## src/rtl/seq_det_ctrl_pkg.sv

```systemverilog
// Shared encodings and constants for the detector sequencing controller.
// Pure declarations; no timing or flow-control behaviour lives here.
package seq_det_ctrl_pkg;

    typedef enum logic [2:0] {
        S_IDLE  = 3'd0,
        S_CLEAR = 3'd1,
        S_SHIFT = 3'd2,
        S_FLUSH = 3'd3,
        S_DONE  = 3'd4
    } state_e;

    localparam int DEF_CNT_W = 4;

    // first_hit value meaning "no bit produced a match" at the default width
    localparam logic [DEF_CNT_W-1:0] FIRST_NONE = {DEF_CNT_W{1'b1}};

    // Run length at which the attached detector raises z
    localparam int DET_RUN_LEN = 4;

endpackage

```

## src/rtl/seq_piso_shreg.sv

```systemverilog
// Parallel-load, shift-left register exposing its MSB; load wins over shift.
// Zero latency from register to msb_o; no backpressure, enables are obeyed every cycle.
module seq_piso_shreg
    import seq_det_ctrl_pkg::*;
#(
    parameter int WIDTH = 8
) (
    input  logic             clk_i,
    input  logic             rst_i,
    input  logic             load_i,
    input  logic             shift_i,
    input  logic [WIDTH-1:0] data_i,
    output logic             msb_o
);

    logic [WIDTH-1:0] data_q;

    always_ff @(posedge clk_i) begin
        if (rst_i) begin
            data_q <= '0;
        end else if (load_i) begin
            data_q <= data_i;
        end else if (shift_i) begin
            data_q <= data_q << 1;
        end
    end

    assign msb_o = data_q[WIDTH-1];

endmodule

```

## src/rtl/seq_det_ctrl.sv

```systemverilog
// Clears the run-length detector, streams a word into it MSB-first and tallies its z flags.
// done arrives WIDTH+3 cycles after start is accepted; start is ignored (not queued) while busy.
module seq_det_ctrl
    import seq_det_ctrl_pkg::*;
#(
    parameter int WIDTH = 8,
    parameter int CNT_W = 4
) (
    input  logic             CLK,
    input  logic             res,
    input  logic             start,
    input  logic [WIDTH-1:0] din,
    output logic             busy,
    output logic             done,
    output logic             hit,
    output logic [CNT_W-1:0] match_cnt,
    output logic [CNT_W-1:0] first_hit,
    output logic             det_clr,
    output logic             det_w,
    input  logic             det_z
);

    localparam logic [CNT_W-1:0] NONE     = {CNT_W{1'b1}};
    localparam logic [CNT_W-1:0] LAST_IDX = CNT_W'(WIDTH - 1);

    state_e           state_q;
    logic             busy_q;
    logic             done_q;
    logic [CNT_W-1:0] bit_idx_q;
    logic [CNT_W-1:0] match_cnt_q;
    logic [CNT_W-1:0] match_cnt_d;
    logic [CNT_W-1:0] first_hit_q;
    logic [CNT_W-1:0] first_hit_d;
    logic [CNT_W-1:0] credit_idx;
    logic             sample;
    logic             load;
    logic             shift;
    logic             msb;

    assign load  = (state_q == S_IDLE) && start && !res;
    assign shift = (state_q == S_SHIFT) && !res;

    seq_piso_shreg #(
        .WIDTH (WIDTH)
    ) u_shreg (
        .clk_i   (CLK),
        .rst_i   (res),
        .load_i  (load),
        .shift_i (shift),
        .data_i  (din),
        .msb_o   (msb)
    );

    // The detector is registered, so z seen now belongs to the bit sent last cycle.
    always_comb begin
        sample      = 1'b0;
        credit_idx  = bit_idx_q - CNT_W'(1);
        match_cnt_d = match_cnt_q;
        first_hit_d = first_hit_q;
        if (state_q == S_SHIFT) begin
            sample = (bit_idx_q != '0);
        end else if (state_q == S_FLUSH) begin
            sample     = 1'b1;
            credit_idx = LAST_IDX;
        end
        if (sample && det_z) begin
            if (match_cnt_q != NONE) begin
                match_cnt_d = match_cnt_q + CNT_W'(1);
            end
            if (first_hit_q == NONE) begin
                first_hit_d = credit_idx;
            end
        end
    end

    always_ff @(posedge CLK) begin
        if (res) begin
            state_q     <= S_IDLE;
            busy_q      <= 1'b0;
            done_q      <= 1'b0;
            bit_idx_q   <= '0;
            match_cnt_q <= '0;
            first_hit_q <= NONE;
        end else begin
            case (state_q)
                S_IDLE: begin
                    done_q <= 1'b0;
                    if (start) begin
                        state_q     <= S_CLEAR;
                        busy_q      <= 1'b1;
                        bit_idx_q   <= '0;
                        match_cnt_q <= '0;
                        first_hit_q <= NONE;
                    end
                end
                S_CLEAR: begin
                    state_q <= S_SHIFT;
                end
                S_SHIFT: begin
                    match_cnt_q <= match_cnt_d;
                    first_hit_q <= first_hit_d;
                    bit_idx_q   <= bit_idx_q + CNT_W'(1);
                    if (bit_idx_q == LAST_IDX) begin
                        state_q <= S_FLUSH;
                    end
                end
                S_FLUSH: begin
                    match_cnt_q <= match_cnt_d;
                    first_hit_q <= first_hit_d;
                    done_q      <= 1'b1;
                    state_q     <= S_DONE;
                end
                S_DONE: begin
                    done_q  <= 1'b0;
                    busy_q  <= 1'b0;
                    state_q <= S_IDLE;
                end
                default: begin
                    done_q  <= 1'b0;
                    busy_q  <= 1'b0;
                    state_q <= S_IDLE;
                end
            endcase
        end
    end

    assign busy      = busy_q;
    assign done      = done_q;
    assign match_cnt = match_cnt_q;
    assign first_hit = first_hit_q;
    assign hit       = (match_cnt_q != '0);
    assign det_clr   = res || (state_q == S_CLEAR);
    assign det_w     = (state_q == S_SHIFT) && msb;

endmodule

```

## config.mk

```make
export PLATFORM = sky130hd
export DESIGN_NAME = seq_det_ctrl
export DESIGN_NICKNAME = d
export VERILOG_FILES = /design/src/rtl/seq_det_ctrl_pkg.sv /design/src/rtl/seq_piso_shreg.sv /design/src/rtl/seq_det_ctrl.sv
export SDC_FILE = /design/constraint.sdc
export NUM_CORES = 1
export LEC_CHECK = 0
export ABC_CLOCK_PERIOD_IN_PS = 3500
export BUFFER_PORTS_ARGS = -buffer_cell sky130_fd_sc_hd__buf_4
export CORE_UTILIZATION = 35
export CTS_CLUSTER_SIZE = 28
export DETAILED_ROUTE_END_ITERATION = 6
export GPL_ROUTABILITY_DRIVEN = 0
export GPL_TIMING_DRIVEN = 0
export PLACE_DENSITY = 0.65
export SLEW_MARGIN = 20
export SYNTH_ARGS = -nofsm -noshare
export SYNTH_HDL_FRONTEND = slang
export SYNTH_HIERARCHICAL = 1
export SYNTH_SLANG_ARGS = --single-unit
```

## constraint.sdc

```tcl
create_clock -name CLK -period 3.5 [get_ports CLK]
set_input_delay 0.175 -clock CLK [delete_from_list [all_inputs] [get_ports CLK]]
set_output_delay 0.175 -clock CLK [all_outputs]
set_load 0.01 [all_outputs]
```

==> impl_metrics.json, run 1 <==
{
  "cts_tree": "yes",
  "slew_viol_final": 0,
  "num_vias": 1144,
  "critPathSlowestCell": "or4b_1",
  "finalSetupTns_ns": 0,
  "io_pins": 25,
  "muxShareOfSynthArea_pct": 8.51,
  "r2r_cells": 4,
  "rows": 21,
  "intPower_w": 0.000436,
  "r2r_slack_ns": 1.48,
  "via_per_inst": 5.06,
  "postCtsSetupBuffers": 0,
  "p_sw_share_pct": 27.2,
  "skew_ns": 0.00939,
  "r2r_start": "state_q[1]",
  "required_ns": 3.67,
  "nNetsFinal": 197,
  "hold_path_end": "u_shreg/data_q[0]",
  "synthSimpleGateAreaFrac_pct": 26.0,
  "yosysSeqAreaShare_pct": 38.2,
  "cts-htree-levels": 1,
  "hold_viol": 0,
  "port_buffers": 24,
  "synthFlopType": "dfxtp_1",
  "clockPowerShare_pct": 28.0,
  "crit_type": "register to register",
  "die-area_um2": 3990,
  "ant_nets": 0,
  "cts_inserted_buffers": 3,
  "clk_latency_ns": 0.27,
  "cts-root-buf": "clkbuf_8",
  "grt_max_degree": 14,
  "antenna_cells": 0,
  "synthXorXnorAreaFrac_pct": 2.01,
  "synth_edf_count": 0,
  "dieWidth_um": 63.2,
  "synth_seq_cells": 25,
  "clockBufferDepth": 2,
  "yosysWarnings": 6,
  "synthCells": 152,
  "tightestPinTransition_ns": 0.484,
  "slew_headroom_pct": 67.4,
  "grt_pass1_vias": 1115,
  "yosys.area_share.adder_pct": 3.82,
  "hold_class": "primary input to register",
  "hold_buffers": 0,
  "initial_core_util_pct": 37.7,
  "syn_nets": 168,
  "netlist-cell-type-count": 36,
  "hold_depth": 3,
  "drc": 0,
  "routed_wl_um": 2760,
  "max_stage_delay_ns": 0.59,
  "cts_sinks": 25,
  "async_flop_share_pct": 0,
  "final-setup-viol-count": 0,
  "p_comb_share_pct": 19.9,
  "placedCellCount": 222,
  "layout_min_cycle_time_ns": 2.02,
  "grt_usage_pct": 14.5,
  "max-cap-violations": 0,
  "wl_per_cell_um": 12.2,
  "outcome": "completed",
  "die_h_um": 63.2,
  "vdd_drop_max_mv": 0.134,
  "seqPwrFrac_pct": 52.1,
  "crit_chain": "or4b_1 -> nor2_1 -> inv_1 -> a211oi_1",
  "dp_hpwl_um": 2100,
  "cp-end-kind": "register",
  "cts_resized": 0,
  "final_util_pct": 45.9,
  "drive_above_1_share_pct": 19.4,
  "cts.clk_slew.worst_paths_ns": 0.09,
  "finalCritPeriodShare_pct": 57.7,
  "setup_slack_ns": 1.48,
  "avgSynthCellArea_um2": 8.61,
  "cp.arrival_ns": 2.19,
  "p_sw_w": 0.000163,
  "worstPathMaxFanout": 10,
  "synth_top_family_by_area": "simple AND/OR/NAND/NOR gates",
  "fmax_mhz": 495,
  "rsz0062_at_grt": "false",
  "antenna_found_initial": 0,
  "power_leakage_nw": 0.637,
  "rr_endpoint": "u_shreg/data_q[5]",
  "first_pass_iters": 4,
  "power.density_nw_per_um2": 376,
  "synthesis.area_um2": 1310,
  "synth_compound_area_share_pct": 15.5,
  "stdcell_count": 226,
  "grt_pass1_wl_um": 4680,
  "mostFrequentLayoutCells": "25 x dfxtp_1, 24 x buf_4, 15 x nor2_1",
  "min_from": "din[0]",
  "cp-start-kind": "register",
  "grt_overflow_total": 0,
  "syn_to_final_growth_pct": 21.6,
  "core_region_area_um2": 3470,
  "preCtsSetupSlack_ns": 1.50,
  "drt_iter0_drc": 70,
  "finalPower_w": 0.000599,
  "layout_commonest_cell": "dfxtp_1"
}
[final cells by class]
cell class | count | area, µm²
multi-input cells | 112 | 731
plain buffers | 8 | 51.3
repair buffers | 24 | 180
fillers | 348 | 1880
inverters | 7 | 26.3
flip-flops and latches | 25 | 500
clock buffers | 4 | 45.0
well taps | 46 | 57.6
[worst max path at each step]
stage,startpoint,end,cells after the start
floorplan,bit_idx_q[0],first_hit[0],6
global placement,state_q[1],u_shreg/data_q[6],4
detailed placement,state_q[1],u_shreg/data_q[5],4
CTS,state_q[1],u_shreg/data_q[5],4
global route,state_q[1],u_shreg/data_q[5],4
finish,state_q[1],u_shreg/data_q[5],4
[flip-flops by register name (all words and copies together), names as in the netlist]
signal,flops
busy,1
u_shreg/data_q,8
done,1
match_cnt,4
first_hit,4
state_q,3
bit_idx_q,4
[logic make-up (layout without fill, tap and decap cells)]
family / count (synthesis) / in the layout
adders and majority gates: 4 / 4
and+or+nand+nor: 62 / 62
buffers and inverters: 15 / 43
DFF: 25 / 25
muxes: 11 / 11
xor gates and xnor gates: 3 / 3
AOI/OAI and AO/OA: 32 / 32
[power by group through the flow]
stage | registers [W] | logic, W | clock network [W]
2_1_floorplan | 0.000317 | 0.0000794 | 0
3_3_place_gp | 0.000317 | 0.000116 | 0
3_5_place_dp | 0.000318 | 0.000119 | 0
4_1_cts | 0.000312 | 0.000119 | 0.000173
5_1_grt | 0.000315 | 0.000131 | 0.000186
6_report | 0.000312 | 0.000119 | 0.000168
[metal layers]
layer	up-vias	share of wire (%)	GRT usage, %	routed length, µm
met5	-	0	0	0
met1	523	50	18.1	1370
met2	21	45	23.8	1230
met3	6	3.7	2.72	101
li1	594	-	-	-
met4	0	1.9	6.98	51
[per-stage QoR]
stage | hold WS, ns | instance area (µm²)
finish | 0.169 | 1590
global route | 0.172 | 1590
CTS | 0.164 | 1590
detailed placement | 0.449 | 1550
global placement | 0.430 | 1550
floorplan | 0.320 | 1310
[critical path, delay by kind of cell (launching register included)]
kind / cells / cell delay (ns)
AND/OR/NAND/NOR: 2 / 1.01
buffers and inverters: 1 / 0.26
flip-flops: 1 / 0.37
AO/OA/AOI/OAI: 1 / 0.28
[Yosys cell counts (all sizes together) (3+ instances only)]
| cell | instances | area [µm²] |
|---|---|---|
| a211oi | 10 | 75.1 |
| nand2 | 9 | 36.3 |
| dfxtp | 25 | 500 |
| ha | 4 | 50.1 |
| nand3 | 6 | 30.0 |
| and3 | 3 | 18.8 |
| mux2i | 10 | 100 |
| nor3 | 7 | 35.0 |
| o21ai | 7 | 35.0 |
| a21oi | 9 | 45.0 |
| clkbuf | 5 | 18.8 |
| nor2b | 8 | 50.1 |
| inv | 7 | 26.3 |
| nor2 | 15 | 56.3 |
Power figures use the tool's default switching activity.
==> run 2: changes to the inputs <==
- ABC_CLOCK_PERIOD_IN_PS: 3500 -> 2009
- clock period: 3.5 -> 2.01 ns (I/O delays scaled with it)
==> impl_metrics.json, run 2 (same netlist as run 1, synthesis figures left out) <==
{
  "tightestPinTransition_ns": 0.540,
  "cp-start-kind": "register",
  "skew_ns": 0.0101,
  "mostFrequentLayoutCells": "25 x dfxtp_1, 24 x buf_4, 14 x nor2_1",
  "final-setup-viol-count": 0,
  "finalCritPeriodShare_pct": 93.0,
  "rsz0062_at_grt": "false",
  "postCtsSetupBuffers": 0,
  "intPower_w": 0.000760,
  "core_region_area_um2": 3470,
  "fillCellCount": 345,
  "slew_headroom_pct": 64.0,
  "first_pass_iters": 4,
  "syn_to_final_growth_pct": 22.3,
  "power_leakage_nw": 0.641,
  "ant_nets": 0,
  "top_register": "u_shreg/data_q",
  "crit_chain": "inv_1 -> ha_1 -> or3b_1 -> or3_4 -> nand2_2 -> mux2i_1",
  "worstPathMaxFanout": 5,
  "p_comb_share_pct": 20.1,
  "grt_usage_pct": 14.5,
  "grt_pass1_wl_um": 4680,
  "seqPwrFrac_pct": 51.9,
  "p_sw_w": 0.000286,
  "grt_max_degree": 14,
  "clockBufferDepth": 2,
  "drive_above_1_share_pct": 20.6,
  "antenna_found_initial": 0,
  "grt_overflow_total": 0,
  "grt_pass1_vias": 1115,
  "drt_iter0_drc": 70,
  "port_buffers": 24,
  "p_sw_share_pct": 27.3,
  "layout_min_cycle_time_ns": 1.87,
  "clk_latency_ns": 0.27,
  "hold_viol": 0,
  "dp_hpwl_um": 2100,
  "cts_inserted_buffers": 3,
  "clockPowerShare_pct": 28.0,
  "required_ns": 2.20,
  "die_h_um": 63.2,
  "nNetsFinal": 197,
  "place_area_um2": 1550,
  "cts.clk_slew.worst_paths_ns": 0.08,
  "antenna_cells": 0,
  "max_stage_delay_ns": 0.42,
  "cts_tree": "yes",
  "drc": 0,
  "dieWidth_um": 63.2,
  "wl_per_cell_um": 12.2,
  "largest_reg_flops": 8,
  "initial_core_util_pct": 37.7,
  "max-cap-violations": 0,
  "finalSetupTns_ns": 0,
  "hold_class": "primary input to register",
  "via_per_inst": 5.03,
  "routed_wl_um": 2760,
  "fmax_mhz": 535,
  "cts-root-buf": "clkbuf_8",
  "power.density_nw_per_um2": 653,
  "cp.arrival_ns": 2.06,
  "die-area_um2": 3990,
  "cts_sinks": 25,
  "num_vias": 1137,
  "critPathSlowestCell": "or3_4",
  "cp-end-kind": "register",
  "outcome": "completed",
  "cts-htree-levels": 1,
  "vdd_drop_max_mv": 0.234,
  "crit_type": "register to register",
  "rows": 21,
  "io_pins": 25,
  "slew_viol_final": 0,
  "finalInstanceArea_um2": 1600,
  "layout_commonest_cell": "dfxtp_1"
}
## run 2: cell types whose count changed in the layout (fill, tap and decap cells not counted)
cell / delta
nor2_4: +1
nor2_1: -1
clkbuf_2: +1
clkbuf_1: -1
## run 2: worst paths after layout
path / startpoint / cells past startpoint / slack [ns] / endpoint
min: din[0] / 3 / 0.09 / u_shreg/data_q[0]
max: bit_idx_q[0] / 6 / 0.14 / first_hit[1]
max reg2reg: bit_idx_q[0] / 6 / 0.14 / first_hit[1]
min reg2reg: busy / 2 / 0.46 / busy
## run 2: layout make-up
type / count / area [µm²] / area share (%)
timing repair buffer: 24 / 180 / 11.3
buffer: 8 / 52.6 / 3.28
sequential: 25 / 500 / 31.3
tap: 46 / 57.6 / 3.60
clock buffer: 4 / 45.0 / 2.81
inverter: 7 / 26.3 / 1.64
multi-input combinational: 112 / 738 / 46.1
## run 2: metrics by stage
stage	hold slack, ns	util [%]	worst slack [ns]	std cells	total power [W]
global route	0.0976	46.1	0.00118	226	0.00110
floorplan	0.245	-	0.302	152	0.000690
global placement	0.356	44.6	0.100	222	0.000754
finish	0.0939	46.1	0.140	226	0.00105
detailed placement	0.378	44.6	0.00679	222	0.000762
CTS	0.0894	46.0	0.131	226	0.00105
## run 2: critical path, delay by kind of cell, from the launching register on
kind	cells	cell delay, ns
flip-flops	1	0.35
AND/OR/NAND/NOR	3	0.93
adder cells (fa/ha/maj)	1	0.21
buffers and inverters	1	0.12
multiplexers	1	0.19
## run 2: repair_timing
item	in CTS	in global routing
hold buffers	0	0
resized for setup	1	3
setup endpoints to repair	1	2
pin swaps	0	0
## run 2: metal layers
layer | part of all wire (%) | vias up | wire, µm | global-route usage (%)
li1 | - | 595 | - | -
met1 | 50 | 515 | 1380 | 18.1
met2 | 44 | 21 | 1220 | 23.8
met3 | 3.6 | 6 | 99 | 2.72
met4 | 1.9 | 0 | 51 | 6.98
met5 | 0 | - | 0 | 0
## run 2: power groups by stage
stage	Sequential (W)	Clock [W]	Combinational, W
6_report	0.000543	0.000293	0.000210
5_1_grt	0.000548	0.000324	0.000231
4_1_cts	0.000543	0.000302	0.000209
3_5_place_dp	0.000554	0	0.000208
3_3_place_gp	0.000552	0	0.000202
2_1_floorplan	0.000552	0	0.000138
